File: src/rtl/if_fetch_stage.sv
// if_fetch_stage: RV32 instruction-fetch stage with the IF/ID pipeline register.
// Generates the PC, keeps at most one instruction-memory request in flight,
// buffers one returned word while decode is stalled, and squashes fetches on
// a redirect.
// Optional feature: define IF_PERF_CNT_EN to build the two performance counters;
// without it, perf_fetched and perf_stall_cycles are tied to zero.
module if_fetch_stage #(
   parameter logic [31:0] RESET_PC = 32'h0000_0000
) (
   input  logic        clk,
   input  logic        rst,
   input  logic        stall_if,
   input  logic        stall_id,
   input  logic        branch_taken,
   input  logic [31:0] branch_target,
   output logic        imem_req,
   output logic [31:0] imem_addr,
   input  logic        imem_gnt,
   input  logic        imem_rvalid,
   input  logic [31:0] imem_rdata,
   output logic        id_valid,
   output logic [31:0] id_pc,
   output logic [31:0] id_pc_plus4,
   output logic [31:0] id_instr,
   output logic [31:0] perf_fetched,
   output logic [31:0] perf_stall_cycles
);

   localparam logic [31:0] NOP = 32'h0000_0013;

   // REQ: may issue; WAIT: one request outstanding; KILL: outstanding
   // response belongs to a squashed path and must be dropped.
   typedef enum logic [1:0] {
      S_REQ  = 2'd0,
      S_WAIT = 2'd1,
      S_KILL = 2'd2
   } state_e;

   state_e      state_q, state_d;
   logic [31:0] pc_q, pc_d;
   logic [31:0] req_pc_q, req_pc_d;
   logic        fb_valid_q, fb_valid_d;
   logic [31:0] fb_pc_q, fb_pc_d;
   logic [31:0] fb_instr_q, fb_instr_d;
   logic        id_valid_q, id_valid_d;
   logic [31:0] id_pc_q, id_pc_d;
   logic [31:0] id_instr_q, id_instr_d;

   logic        fire;
   logic        resp_ok;
   logic [31:0] target_aligned;

   // Request is combinational from registered state; suppressed during reset.
   assign imem_req       = !rst && (state_q == S_REQ) && !fb_valid_q && !stall_if;
   assign imem_addr      = pc_q;
   assign fire           = imem_req && imem_gnt;
   assign resp_ok        = (state_q == S_WAIT) && imem_rvalid;
   assign target_aligned = branch_target & ~32'h0000_0003;

   // Next-state for the fetch FSM, PC, fetch buffer and IF/ID register.
   always_comb begin
      // NOTE: every target gets a default first so no path can infer a latch.
      state_d    = state_q;
      pc_d       = pc_q;
      req_pc_d   = req_pc_q;
      fb_valid_d = fb_valid_q;
      fb_pc_d    = fb_pc_q;
      fb_instr_d = fb_instr_q;
      id_valid_d = id_valid_q;
      id_pc_d    = id_pc_q;
      id_instr_d = id_instr_q;

      unique case (state_q)
         S_REQ: begin
            if (fire) begin
               req_pc_d = pc_q;
               pc_d     = pc_q + 32'd4;
               state_d  = S_WAIT;
            end
         end
         S_WAIT: begin
            if (imem_rvalid) begin
               state_d = S_REQ;
               // A stalled decode parks the word in the buffer; the buffer is
               // always empty here because issue requires fb_valid_q == 0.
               if (stall_id) begin
                  fb_valid_d = 1'b1;
                  fb_pc_d    = req_pc_q;
                  fb_instr_d = imem_rdata;
               end
            end
         end
         S_KILL: begin
            if (imem_rvalid) state_d = S_REQ;
         end
         default: state_d = S_REQ;
      endcase

      // IF/ID register, highest priority first.
      if (branch_taken) begin
         id_valid_d = 1'b0;
         id_instr_d = NOP;
      end else if (stall_id) begin
         id_valid_d = id_valid_q;
      end else if (fb_valid_q) begin
         id_valid_d = 1'b1;
         id_pc_d    = fb_pc_q;
         id_instr_d = fb_instr_q;
         fb_valid_d = 1'b0;
      end else if (resp_ok) begin
         id_valid_d = 1'b1;
         id_pc_d    = req_pc_q;
         id_instr_d = imem_rdata;
      end else begin
         id_valid_d = 1'b0;
         id_instr_d = NOP;
      end

      // Redirect overrides everything: squash the buffer and any fetch that
      // is in flight or granted this cycle. A response arriving together
      // with the redirect is the one being squashed, so no KILL is needed.
      if (branch_taken) begin
         pc_d       = target_aligned;
         fb_valid_d = 1'b0;
         if (state_q == S_WAIT)      state_d = imem_rvalid ? S_REQ : S_KILL;
         else if (state_q == S_REQ)  state_d = fire ? S_KILL : S_REQ;
      end
   end

   // State registers for the FSM, PC, fetch buffer and IF/ID register.
   always_ff @(posedge clk or posedge rst) begin
      if (rst) begin
         state_q    <= S_REQ;
         pc_q       <= RESET_PC;
         req_pc_q   <= 32'd0;
         fb_valid_q <= 1'b0;
         fb_pc_q    <= 32'd0;
         fb_instr_q <= NOP;
         id_valid_q <= 1'b0;
         id_pc_q    <= 32'd0;
         id_instr_q <= NOP;
      end else begin
         // NOTE: sequential state uses non-blocking assignments so every
         // register samples the pre-edge values.
         state_q    <= state_d;
         pc_q       <= pc_d;
         req_pc_q   <= req_pc_d;
         fb_valid_q <= fb_valid_d;
         fb_pc_q    <= fb_pc_d;
         fb_instr_q <= fb_instr_d;
         id_valid_q <= id_valid_d;
         id_pc_q    <= id_pc_d;
         id_instr_q <= id_instr_d;
      end
   end

   assign id_valid    = id_valid_q;
   assign id_pc       = id_pc_q;
   assign id_pc_plus4 = id_pc_q + 32'd4;
   assign id_instr    = id_instr_q;

`ifdef IF_PERF_CNT_EN
   logic [31:0] perf_fetched_q, perf_fetched_d;
   logic [31:0] perf_stall_q, perf_stall_d;

   // Counter next-state: accepted responses and stalled live-decode cycles.
   always_comb begin
      perf_fetched_d = perf_fetched_q;
      perf_stall_d   = perf_stall_q;
      if (resp_ok && !branch_taken)             perf_fetched_d = perf_fetched_q + 32'd1;
      if (stall_id && id_valid_q && !branch_taken) perf_stall_d = perf_stall_q + 32'd1;
   end

   // Performance counter registers; both wrap naturally at 2^32.
   always_ff @(posedge clk or posedge rst) begin
      if (rst) begin
         perf_fetched_q <= 32'd0;
         perf_stall_q   <= 32'd0;
      end else begin
         perf_fetched_q <= perf_fetched_d;
         perf_stall_q   <= perf_stall_d;
      end
   end

   assign perf_fetched      = perf_fetched_q;
   assign perf_stall_cycles = perf_stall_q;
`else
   assign perf_fetched      = 32'd0;
   assign perf_stall_cycles = 32'd0;
`endif

endmodule

File: config.mk
export PLATFORM = sky130hd
export DESIGN_NAME = if_fetch_stage
export DESIGN_NICKNAME = d
export VERILOG_FILES = /design/src/rtl/if_fetch_stage.sv
export SDC_FILE = /design/constraint.sdc
export NUM_CORES = 1
export LEC_CHECK = 0
export BUFFER_PORTS_ARGS = -buffer_cell sky130_fd_sc_hd__buf_2
export CORE_ASPECT_RATIO = 1.25
export CORE_MARGIN = 3
export CORE_UTILIZATION = 25
export CTS_CLUSTER_SIZE = 12
export DETAILED_ROUTE_END_ITERATION = 10
export MAX_ROUTING_LAYER = met4
export SYNTH_ARGS = -nofsm -noshare
export SYNTH_HDL_FRONTEND = slang
export SYNTH_SLANG_ARGS = --single-unit
File: constraint.sdc
create_clock -name clk -period 8.4 [get_ports clk]
set_input_delay 1.68 -clock clk [delete_from_list [all_inputs] [get_ports clk]]
set_output_delay 1.68 -clock clk [all_outputs]
set_load 0.02 [all_outputs]
## Word level (Yosys, flattened, before mapping)

Index checks and enable logic that the tools add are counted.

| word-level totals | value |
|---|---|
| flip-flop bits (word level) | 196 |
| word-level logic and storage cells | 60 |

| operators by class | value |
|---|---|
| add/subtract/negate cells | 2 |
| equal/unequal tests | 3 |
| muxes and demuxes | 27 |
| bitwise operators | 2 |
| reduce and logical (&&, ||, !) cells | 17 |

Operators by type and width:

| cell | count |
|---|---|
| $mux W32 | 9 |
| $add A32 B3 Y32 const B | 2 |
| $mux W2 | 7 |
| $mux W1 | 10 |
| $reduce_and A3 Y1 | 2 |
| $reduce_bool A2 Y1 | 3 |
| $logic_and A1 B1 Y1 | 5 |
| $pmux W2 S2 | 1 |
| $reduce_and A2 Y1 | 2 |
| $logic_not A1 Y1 | 3 |
| $eq A2 B1 Y1 const B | 1 |
| $eq A2 B2 Y1 const B | 1 |
| $logic_not A2 Y1 | 1 |
| $ne A2 B1 Y1 const B | 1 |
| $not A1 Y1 | 2 |
| $reduce_or A2 Y1 | 1 |

## Longest topological paths before layout

| depth | value |
|---|---|
| depth in word-level cells | 10 |
| depth in mapped cells | 10 |
| mapped depth without buffers | 7 |

## Worst setup path after synthesis

No wires, ideal clock.

| timing | value |
|---|---|
| path kind | input to output |
| start | input rst |
| end | output imem_req |
| data arrival time | 2515 ps |
| required time | 6720 ps |
| slack | 4205 ps |
| cell stages on the path | 3 |
| path buffers | 1 |
| cells stage by stage | or4b_1 buf_2 inv_1 |

| on the way | value |
|---|---|
| word-level cells in the longest chain between the ends | 4 |

RTL lines:

| element | line | RTL |
|---|---|---|
| start, declared | 11 | `input logic rst,` |
| $logic_not A1 Y1 (no line) | n/a |  |
| $logic_and A1 B1 Y1 (3 in series) | 54 | `assign imem_req = !rst && (state_q == S_REQ) && !fb_valid_q && !stall_if;` |
| end, declared | 16 | `output logic imem_req,` |

Every way passes these cells.

## Worst setup path in the final report

Same ends and word-level chain as after synthesis.

==> results_dict.tcl <==
set metrics [dict create \
    netlist-cell-type-count 42 \
    max-slew-margin-rel_pct 27.6 \
    hold_viol 0 \
    die_width_um 179 \
    worst_clock_skew_ns 0.00972 \
    synth.avg_cell_area_um2 10.7 \
    design.final.nets 1122 \
    layout.cells.most_common_list "sky130_fd_sc_hd__buf_2, sky130_fd_sc_hd__dfrtp_1, sky130_fd_sc_hd__nand2_1" \
    postSynth.asyncResetShare_pct 100 \
    hold_path_startpoint "id_instr[26]" \
    drt-wirelength-per-cell_um 15.7 \
    die_area_um2 39900 \
    worst-slew-pin-transition_ns 1.09 \
    core.rowCount 78 \
    sequentialPowerShare_pct 47.6 \
    clock_sinks 188 \
    post_dp_cell_area_um2 10600 \
    cts-buffers-inserted 17 \
    timing.fmax_mhz 219 \
    synth.mux.area_fraction_pct 17.0 \
    syn-cell-area_um2 9380 \
    postSynthCellCount 879 \
    ys_warn_count 0 \
    clockPowerShare_pct 25.2 \
    design.portCount 265 \
    leading_cell_type_in_the_layout_fill_and_taps_excluded "sky130_fd_sc_hd__buf_2" \
    finalSetupTns_ns 0 \
    cts_hold_repair.buffers 0 \
    fp.dieH_um 223 \
    fin_worst_hold_slack_ns 0.470 \
    rsz0062_at_grt "false" \
    synth_simple_gate_area_share_pct 12.9 \
    worst-endpoint-arrival_ns 2.89 \
    initial_antenna_violation_count 1 \
    gr-total-overflow 0 \
    synth-edff-count 0 \
    finalWeightedCongestion 0.854 \
    p_int_w 0.00196 \
    drt_first_iter_violations 337 \
    root_buffer "sky130_fd_sc_hd__clkbuf_16" \
    yosys_most_used_dff "sky130_fd_sc_hd__dfrtp_1" \
    cts.clk_slew.worst_paths_ns 0.07 \
    combinationalPowerShare_pct 27.2 \
    timing.hold.worst.class "reg2reg" \
    yosys_register_bits 188 \
    cts_resized 0 \
    first_pass_iters 4 \
    ff2ff_path_depth 6 \
    clk-insertion-delay-late_ns 0.44 \
    worst-endpoint-required_ns 6.72 \
    areaGrowthSynthToFinish_pct 18.3 \
    worstHoldPathCells 2 \
    place_hpwl_mm 17.5 \
    post_cts.repair.setup_buffers 0 \
    clock_tree.htree_level_count 4 \
    layout.cell_area.non_filler_um2 11100 \
    sw_frac_of_total_pct 35.9 \
    critical_path.startpoint_type "input pin" \
    grt_pass1_vias 6535 \
    clock_tree_from_tritoncts "done" \
    synth_compound_area_share_pct 7.69 \
    cts-root-to-sink-buffers 2 \
    reg2reg_slack_ns 5.42 \
    timing.final.crit_share_pct 54.4 \
    core_area_um2 36700 \
    reg2reg_capture_point "imem_addr[20]" \
    vias_per_instance 4.50 \
    post_synth_xor_area_fraction_pct 3.08 \
    worst_hold_path.endpoint "id_instr[26]" \
    worstSetupPathType "in2out" \
    status "completed" \
    setup_viol 0 \
    maxSlewViolCount 0 \
    via_count 6921 \
    global_route_wire_length_before_repair_mm 37.7 \
    drive_above_1_share_pct 31.3 \
    post-route-min-period_ns 4.57 \
    grtUsageTotal_pct 12.5 \
    wirelength_mm 24.2 \
    yosysSeqAreaShare_pct 50.2 \
    start_util_pct 25.6 \
    worstReg2RegStart "state_q[1]" \
    drt_drc_violations_left 0 \
    postRouteAntennaNets 0 \
    power.ir.vdd_worst_mv 0.156 \
    drv.max_cap_violation_count 0 \
    post_synth_fa_ha_maj_area_fraction_pct 0.667 \
    combinational_family_with_the_most_area_after_synthesis "multiplexers" \
    power.net_switching_w 0.00110 \
    io_buffer_count 192 \
    grt_start_max_net_pins 124 \
    cp_endpoint_kind "output port" \
    cp_max_fo 9 \
    power.density_nw_per_um2 275 \
    p_leak_nw 5.02 \
]
-- sequential cells by signal, indices dropped and copies added (netlist names) --
signal	cells
fb_instr_q	32
id_instr	32
id_valid	1
req_pc_q	30
id_pc	30
fb_pc_q	30
imem_addr	30
state_q	2
fb_valid_q	1
-- per-stage QoR --
step	total power (W)	util [%]	instances	worst slack, ns
2_1_floorplan	0.00200	-	948	1.62
3_3_place_gp	0.00228	28.8	1507	3.83
4_1_cts	0.00310	30.3	1538	3.82
6_report	0.00305	30.3	1539	3.83
5_1_grt	0.00325	30.3	1539	3.71
3_5_place_dp	0.00231	28.8	1507	3.82
-- layout make-up --
cell class | instances | area [um^2]
multi-input combinational | 623 | 4150
clock inverter | 11 | 111
clock buffer | 20 | 437
sequential | 188 | 4720
inverter | 16 | 67.6
timing repair buffer | 200 | 1020
tap | 480 | 601
antenna | 1 | 2.50
fill | 3805 | 25600
-- cells by family (layout without fill, tap and decap cells) --
logic type / after synthesis / count (layout)
buf+inv: 137 / 247
xor+xnor: 33 / 33
flops: 188 / 188
other cells: 1 / 71
mux: 148 / 148
simple gates: 243 / 243
fa+ha+maj: 5 / 5
compound gates: 124 / 124
-- synth_stat cells, types with 3 or more instances --
master                       n  area share (%)
sky130_fd_sc_hd__o31ai_1    14             1.1
sky130_fd_sc_hd__buf_4      70             5.6
sky130_fd_sc_hd__mux2_2     92              11
sky130_fd_sc_hd__o22a_1      4            0.37
sky130_fd_sc_hd__nor4_1      8            0.53
sky130_fd_sc_hd__xor2_1     14             1.3
sky130_fd_sc_hd__and4_1      7            0.65
sky130_fd_sc_hd__nor2_1     33             1.3
sky130_fd_sc_hd__a31oi_1    17             1.1
sky130_fd_sc_hd__clkbuf_1   41             1.6
sky130_fd_sc_hd__dfrtp_1   182              49
sky130_fd_sc_hd__nor3_1      9            0.48
sky130_fd_sc_hd__o211ai_1    6            0.48
sky130_fd_sc_hd__o21ai_0    68             3.6
sky130_fd_sc_hd__or4_1      22             1.8
sky130_fd_sc_hd__nand4b_1    5            0.47
sky130_fd_sc_hd__dfstp_2     6             1.7
sky130_fd_sc_hd__xnor2_1    19             1.8
sky130_fd_sc_hd__inv_1      15            0.60
sky130_fd_sc_hd__mux2i_1    56             6.0
sky130_fd_sc_hd__nand4_1    19             1.3
sky130_fd_sc_hd__nand2_1   104             4.2
sky130_fd_sc_hd__buf_1       6            0.24
sky130_fd_sc_hd__a21oi_1    10            0.53
sky130_fd_sc_hd__and3_1      3            0.20
sky130_fd_sc_hd__nand3_1    21             1.1
sky130_fd_sc_hd__ha_1        5            0.67
sky130_fd_sc_hd__or3_1       6            0.40
-- power groups by stage --
stage	clock (W)	sequential, W	combinational [W]
after detailed placement	0	0.00147	0.000842
after CTS	0.000800	0.00146	0.000843
after global routing	0.000835	0.00150	0.000916
after global placement	0	0.00146	0.000825
final	0.000770	0.00145	0.000829
after floorplan	0	0.00147	0.000530
-- layer usage --
layer  global-route usage, %  routed length [um]  vias to the layer above
li1                        -                   -                     3342
met1                    16.0               10900                     3341
met2                    20.0               11800                      212
met3                    2.00                 960                       26
met4                    4.34                 450                        0
met5                       -                   0                        -
-- worst max path at each step --
stage / start / endpoint / slack (ns) / depth (start not counted)
after global routing: id_pc[2] / id_pc_plus4[30] / 3.71 / 6
after detailed placement: rst / imem_req / 3.82 / 4
final: rst / imem_req / 3.83 / 4
after CTS: rst / imem_req / 3.82 / 4
after floorplan: rst / fb_instr_q[10] / 1.62 / 1
after global placement: rst / imem_req / 3.83 / 4
-- critical path, cell delays in order --
cell and delay [ns]:
sky130_fd_sc_hd__buf_2 0.14, sky130_fd_sc_hd__or4b_1 0.69, sky130_fd_sc_hd__inv_1 0.19, sky130_fd_sc_hd__buf_2 0.19
Note: power is estimated with default switching activity, not from simulation.
